File: src/rtl/regfile_pkg.sv
// regfile_pkg: shared constants and dump FSM state type for the integer
// register file and its dump controller.
//   REG_XLEN - default register data width
//   REG_NUM  - number of architectural registers
//   REG_AW   - register index width
//   dump_state_t - dump scan FSM states (IDLE/SCAN/DONE)
package regfile_pkg;

    localparam int unsigned REG_XLEN = 64;
    localparam int unsigned REG_NUM  = 32;
    localparam int unsigned REG_AW   = 5;

    typedef enum logic [1:0] {
        DUMP_IDLE = 2'd0,
        DUMP_SCAN = 2'd1,
        DUMP_DONE = 2'd2
    } dump_state_t;

endpackage

File: src/rtl/regfile_dump_ctrl.sv
// regfile_dump_ctrl: sequencer for the full-register dump scan.
//   clk      - core clock
//   rst      - asynchronous active-low reset
//   i_req    - scan request, sampled only in IDLE
//   o_state  - current FSM state
//   o_idx    - register index presented this cycle (0 outside SCAN)
//   o_valid  - a dump beat is presented this cycle
//   o_done   - one-cycle pulse after the last beat
//   o_busy   - scan in progress (SCAN or DONE)
module regfile_dump_ctrl
    import regfile_pkg::*;
#(
    parameter int unsigned NREG = REG_NUM,
    parameter int unsigned AW   = REG_AW
) (
    input  logic          clk,
    input  logic          rst,
    input  logic          i_req,
    output dump_state_t   o_state,
    output logic [AW-1:0] o_idx,
    output logic          o_valid,
    output logic          o_done,
    output logic          o_busy
);

    dump_state_t   r_state;
    dump_state_t   w_state_nxt;
    logic [AW-1:0] r_cnt;
    logic [AW-1:0] w_cnt_nxt;

    always_ff @(posedge clk or negedge rst) begin
        if (!rst) begin
            r_state <= DUMP_IDLE;
            r_cnt   <= '0;
        end else begin
            r_state <= w_state_nxt;
            r_cnt   <= w_cnt_nxt;
        end
    end

    always_comb begin
        w_state_nxt = r_state;
        w_cnt_nxt   = r_cnt;
        o_valid     = 1'b0;
        o_done      = 1'b0;
        o_busy      = 1'b0;
        o_idx       = '0;
        case (r_state)
            DUMP_IDLE: begin
                if (i_req) begin
                    w_state_nxt = DUMP_SCAN;
                    w_cnt_nxt   = '0;
                end
            end
            DUMP_SCAN: begin
                o_valid = 1'b1;
                o_busy  = 1'b1;
                o_idx   = r_cnt;
                // Counter is cleared on the last beat so it never exceeds NREG-1.
                if (r_cnt == AW'(NREG - 1)) begin
                    w_state_nxt = DUMP_DONE;
                    w_cnt_nxt   = '0;
                end else begin
                    w_cnt_nxt = r_cnt + 1'b1;
                end
            end
            DUMP_DONE: begin
                o_done      = 1'b1;
                o_busy      = 1'b1;
                w_state_nxt = DUMP_IDLE;
            end
            default: begin
                w_state_nxt = DUMP_IDLE;
                w_cnt_nxt   = '0;
            end
        endcase
    end

    assign o_state = r_state;

endmodule

File: src/rtl/regfile.sv
// regfile: integer register file x0..x31 with one write port, two
// combinational read ports with write-through bypass, and a sequential
// dump port that scans every register out one per cycle.
//   clk, rst            - core clock, asynchronous active-low reset
//   w_ena/w_addr/w_data - writeback write port (x0 writes discarded)
//   r1_*/r2_*           - combinational read ports (ena=0 or x0 -> 0)
//   dump_req            - start a full scan (sampled in IDLE only)
//   dump_busy/valid/idx/data/done - scan outputs
module regfile
    import regfile_pkg::*;
#(
    parameter int unsigned XLEN = REG_XLEN,
    parameter int unsigned NREG = REG_NUM,
    parameter int unsigned AW   = REG_AW
) (
    input  logic            clk,
    input  logic            rst,
    input  logic            w_ena,
    input  logic [AW-1:0]   w_addr,
    input  logic [XLEN-1:0] w_data,
    input  logic            r1_ena,
    input  logic [AW-1:0]   r1_addr,
    output logic [XLEN-1:0] r1_data,
    input  logic            r2_ena,
    input  logic [AW-1:0]   r2_addr,
    output logic [XLEN-1:0] r2_data,
    input  logic            dump_req,
    output logic            dump_busy,
    output logic            dump_valid,
    output logic [AW-1:0]   dump_idx,
    output logic [XLEN-1:0] dump_data,
    output logic            dump_done
);

    logic [XLEN-1:0] r_regs [NREG];
    dump_state_t     w_dump_state;

    always_ff @(posedge clk or negedge rst) begin
        if (!rst) begin
            for (int unsigned i = 0; i < NREG; i++) begin
                r_regs[i] <= '0;
            end
        end else if (w_ena && (w_addr != '0)) begin
            r_regs[w_addr] <= w_data;
        end
    end

    // Shared read rule for both read ports and the dump port: a write
    // landing on the same edge is forwarded so readers see it immediately.
    function automatic logic [XLEN-1:0] f_read(input logic ena, input logic [AW-1:0] addr);
        if (!ena || (addr == '0)) begin
            return '0;
        end else if (w_ena && (w_addr == addr)) begin
            return w_data;
        end else begin
            return r_regs[addr];
        end
    endfunction

    regfile_dump_ctrl #(
        .NREG (NREG),
        .AW   (AW)
    ) u_dump_ctrl (
        .clk     (clk),
        .rst     (rst),
        .i_req   (dump_req),
        .o_state (w_dump_state),
        .o_idx   (dump_idx),
        .o_valid (dump_valid),
        .o_done  (dump_done),
        .o_busy  (dump_busy)
    );

    always_comb begin
        r1_data   = f_read(r1_ena, r1_addr);
        r2_data   = f_read(r2_ena, r2_addr);
        dump_data = f_read(w_dump_state == DUMP_SCAN, dump_idx);
    end

endmodule
File: config.mk
export PLATFORM = sky130hd
export DESIGN_NAME = regfile
export DESIGN_NICKNAME = d
export VERILOG_FILES = /design/src/rtl/regfile_pkg.sv /design/src/rtl/regfile_dump_ctrl.sv /design/src/rtl/regfile.sv
export SDC_FILE = /design/constraint.sdc
export NUM_CORES = 2
export LEC_CHECK = 0
export CAP_MARGIN = 25
export CORE_MARGIN = 1
export CORE_UTILIZATION = 53
export CTS_CLUSTER_SIZE = 28
export DETAILED_ROUTE_END_ITERATION = 8
export DONT_BUFFER_PORTS = 1
export PLACE_DENSITY = 0.71
export SETUP_SLACK_MARGIN = 0.3
export SLEW_MARGIN = 20
export SYNTH_ARGS = -nofsm -noshare
export SYNTH_HDL_FRONTEND = slang
export SYNTH_SLANG_ARGS = --single-unit
File: constraint.sdc
create_clock -name clk -period 8.1 [get_ports clk]
set_clock_uncertainty 0.15 [all_clocks]
set_input_delay 1.215 -clock clk [delete_from_list [all_inputs] [get_ports clk]]
set_output_delay 1.215 -clock clk [all_outputs]
set_load 0.05 [all_outputs]
==> flow_summary.ini <==
[status]
status = complete, but fails checks
failed_checks = DRC, slew limit

[global_route]
gr-usage-all-layers = 0.384
grt_max_degree = 620
grt_pass1_wl_mm = 694
grt_pass1_vias = 97900
grt_overflow = 0
antenna_found_initial = 22

[critical_path]
setup.worst_path.end = dump_data[31]
arrival_ns = 6.10
worst_ep_required_time_ns = 6.73
setup.worst_path.start_class = flip-flop
timing.rr.start = u_dump_ctrl.r_cnt[0]
reg2reg_depth = 8
r2r_end = u_dump_ctrl.r_cnt[0]
startpoint = u_dump_ctrl.o_state[1]
crit_fanout = 32
worstSetupPathType = flip-flop to output port
ff2ff_setup_slack_ns = 5.04
critPathCaptureType = output port

[floorplanning]
initial_core_util = 0.534
die_area_um2 = 248000
dieWidth_um = 498
die_h_um = 498
ios = 285
core.rowCount = 181
core_area_um2 = 244000

[detailed_routing]
drt.antenna.violating_nets = 0
vias_per_cell = 7.80
drt-total-wl_mm = 482
vias = 96800
wire_per_inst_um = 38.8
drc = 2
firstDrtPassIters = 9
drtIter0Drc = 14600

[clock_tree]
post_cts_buffers = 0
cts.sinks = 2055
clkTransAtPathRegs_ns = 0.07
h-tree-depth = 4
worstSkewPairLatency_ns = 0.89
cts_tree = done
cts_root_buffer = clkbuf_16
clock_path_buffers = 3
cts_buffers = 218

[synthesis]
syn_area_per_cell_um2 = 13.5
ys_types = 60
syn_area_um2 = 130000
yosysWarnings = 0
synth_edf_count = 0
seq_area_frac_synth = 0.395
synth_seq_cells = 2055
async_reset_ff_frac = 1.00
yosys_most_used_dff = dfrtp_1
synth_nets = 9769
netlist_instances = 9677

[power_and_ir_drop]
finalPower_uw = 36900
power_density_nw_per_um2 = 262
p_int_uw = 24600
peakVddDrop_v = 0.000267
p_seq_frac = 0.388
power_frac_comb = 0.312
leakage_uw = 0.0581
clkPwrFrac = 0.300
power.switching_uw = 12300
switching_share = 0.333

[cells_and_area]
stdcell_count = 12400
finalNetCount = 9085
area_delta_synth_final_pct = 8.04
drive_above_1_share = 0.451
final_util = 0.577

[timing]
rsz0062_at_grt = no
hold_viol_final = 0
timing.final.crit_period_ns = 7.47
slew_violations = 433
fin_tns_setup_ns = 0
layout_setup_ws_ns = 0.634
setup_viol = 0
period_share = 0.922
worst_pin_slew_ns = 2.83
max_freq_mhz = 134
relSlewSlack = -0.884

[flow_run]
drv_cap = 0

[placed_design]
hpwl_mm = 255
place.gp.congestion = 0.874
place_inst = 12000
place.port_buffers = 0
dp_slack_ns = 1.54

[worst_hold_path]
hold_path_class = input pin to asynchronous set/reset pin
[cells in the final DEF, fill, tap and decap left out, types with 20 or more instances in the layout]
| cell | synthesis | layout |
|---|---|---|
| a211o_1 | 31 | 31 |
| a211oi_1 | 163 | 117 |
| a211oi_2 | 0 | 46 |
| a21o_1 | 76 | 76 |
| a21oi_1 | 189 | 189 |
| a221o_1 | 62 | 62 |
| a221oi_1 | 60 | 60 |
| a22o_1 | 57 | 57 |
| a22oi_1 | 84 | 84 |
| a31oi_1 | 62 | 62 |
| and3_1 | 52 | 51 |
| buf_12 | 0 | 29 |
| buf_16 | 0 | 25 |
| buf_4 | 107 | 182 |
| bufinv_16 | 0 | 33 |
| clkbuf_1 | 672 | 32 |
| clkbuf_16 | 0 | 221 |
| clkbuf_8 | 0 | 54 |
| clkinv_2 | 0 | 48 |
| dfrtp_1 | 2055 | 2052 |
| diode_2 | 0 | 22 |
| inv_1 | 87 | 85 |
| mux2_2 | 2151 | 2151 |
| mux2i_1 | 833 | 833 |
| mux4_2 | 1157 | 1157 |
| nand2_1 | 202 | 183 |
| nand2b_1 | 131 | 130 |
| nand3b_1 | 69 | 69 |
| nor2_1 | 286 | 268 |
| nor2b_1 | 46 | 40 |
| nor3_1 | 41 | 21 |
| nor3_2 | 0 | 20 |
| o21ai_0 | 110 | 110 |
| o221ai_1 | 229 | 229 |
| o22ai_1 | 94 | 94 |
| o31ai_2 | 0 | 58 |
[power groups by stage]
stage               clock network (µW)  logic (µW)  registers, µW
CTS                              11100       11200          14200
global placement                     0       10900          14100
floorplan                            0        8880          13600
detailed placement                   0       11200          14400
global route                     11500       11900          14600
finish                           11100       11500          14300
[state kept, by name (all words and copies together), names as in the netlist]
register,flops
r_regs,2048
u_dump_ctrl.r_cnt,5
u_dump_ctrl.o_state,2
[worst min-delay path by stage]
| stage | start | to | slack (ns) |
|---|---|---|---|
| finish | rst | r_regs[579] | 0.08 |
| global placement | r_regs[2047] | r_regs[2047] | 0.28 |
| CTS | w_data[57] | r_regs[1081] | 0.27 |
| detailed placement | r_regs[2046] | r_regs[2046] | 0.28 |
| floorplan | r_regs[2046] | r_regs[2046] | 0.33 |
| global route | rst | r_regs[579] | 0.09 |
[per-stage QoR]
| step | area, µm² | hold slack, ns |
|---|---|---|
| after global placement | 132000 | 0.275 |
| after global routing | 141000 | 0.0931 |
| final | 141000 | 0.0756 |
| after detailed placement | 132000 | 0.282 |
| after CTS | 140000 | 0.270 |
| after floorplan | 130000 | 0.327 |
[synthesized netlist by cell type, types with 66 or more instances]
library cell,number,area share
mux2_2,2151,0.19
dfrtp_1,2055,0.40
mux4_2,1157,0.20
mux2i_1,833,0.064
clkbuf_1,672,0.019
nor2_1,286,0.0082
buf_2,267,0.010
o221ai_1,229,0.015
nand2_1,202,0.0058
a21oi_1,189,0.0073
a211oi_1,163,0.0094
nand2b_1,131,0.0063
o21ai_0,110,0.0042
buf_4,107,0.0062
o22ai_1,94,0.0045
inv_1,87,0.0025
a22oi_1,84,0.0048
a21o_1,76,0.0044
nand3b_1,69,0.0040
o31ai_1,66,0.0038
[cells by family (layout without fill, tap and decap cells)]
kind of cell / Yosys count / after routing / synth area share
other: 0 / 22 / 0
and+or+nand+nor: 864 / 864 / 0.0325
DFF: 2055 / 2055 / 0.395
muxes: 4141 / 4141 / 0.450
adders and majority gates: 7 / 7 / 0.000673
AOI/OAI and AO/OA: 1351 / 1351 / 0.0758
buffers and inverters: 1246 / 752 / 0.0447
xor gates and xnor gates: 13 / 13 / 0.000932
[area by class of cell]
cell class                      instances  area [µm²]
Multi-Input combinational cell       6376       74100
Clock inverter                        104        1500
Timing Repair Buffer                  253        2810
Inverter                               89         352
Fill cell                           18900      103000
Antenna cell                           22        55.1
Tap cell                             3202        4010
Clock buffer                          306        6380
Sequential cell                      2055       51400
[per-layer routing]
metal	wire, µm	global-route usage	up-vias
met5	69	0	-
met4	35400	0.249	12
met3	62800	0.127	1952
met2	211000	0.562	7701
met1	172000	0.490	50600
li1	-	-	36500
[critical path, stage by stage (launching register included)]
cell and delay, ns:
dfrtp_1 0.39, inv_1 0.17, ha_4 0.59, nand2_4 0.46, inv_1 0.70, nand2b_4 0.80
buf_4 0.53, a221o_1 0.29, o221ai_1 0.18, a21oi_1 0.19, a211oi_2 0.85
[what timing repair did]
item | 4_1_cts | 5_1_grt
hold buffers | 2 | 0
resized for setup | 0 | 0
endpoints found under the hold margin | 37 | 0
(Power assumes the default switching activity.)
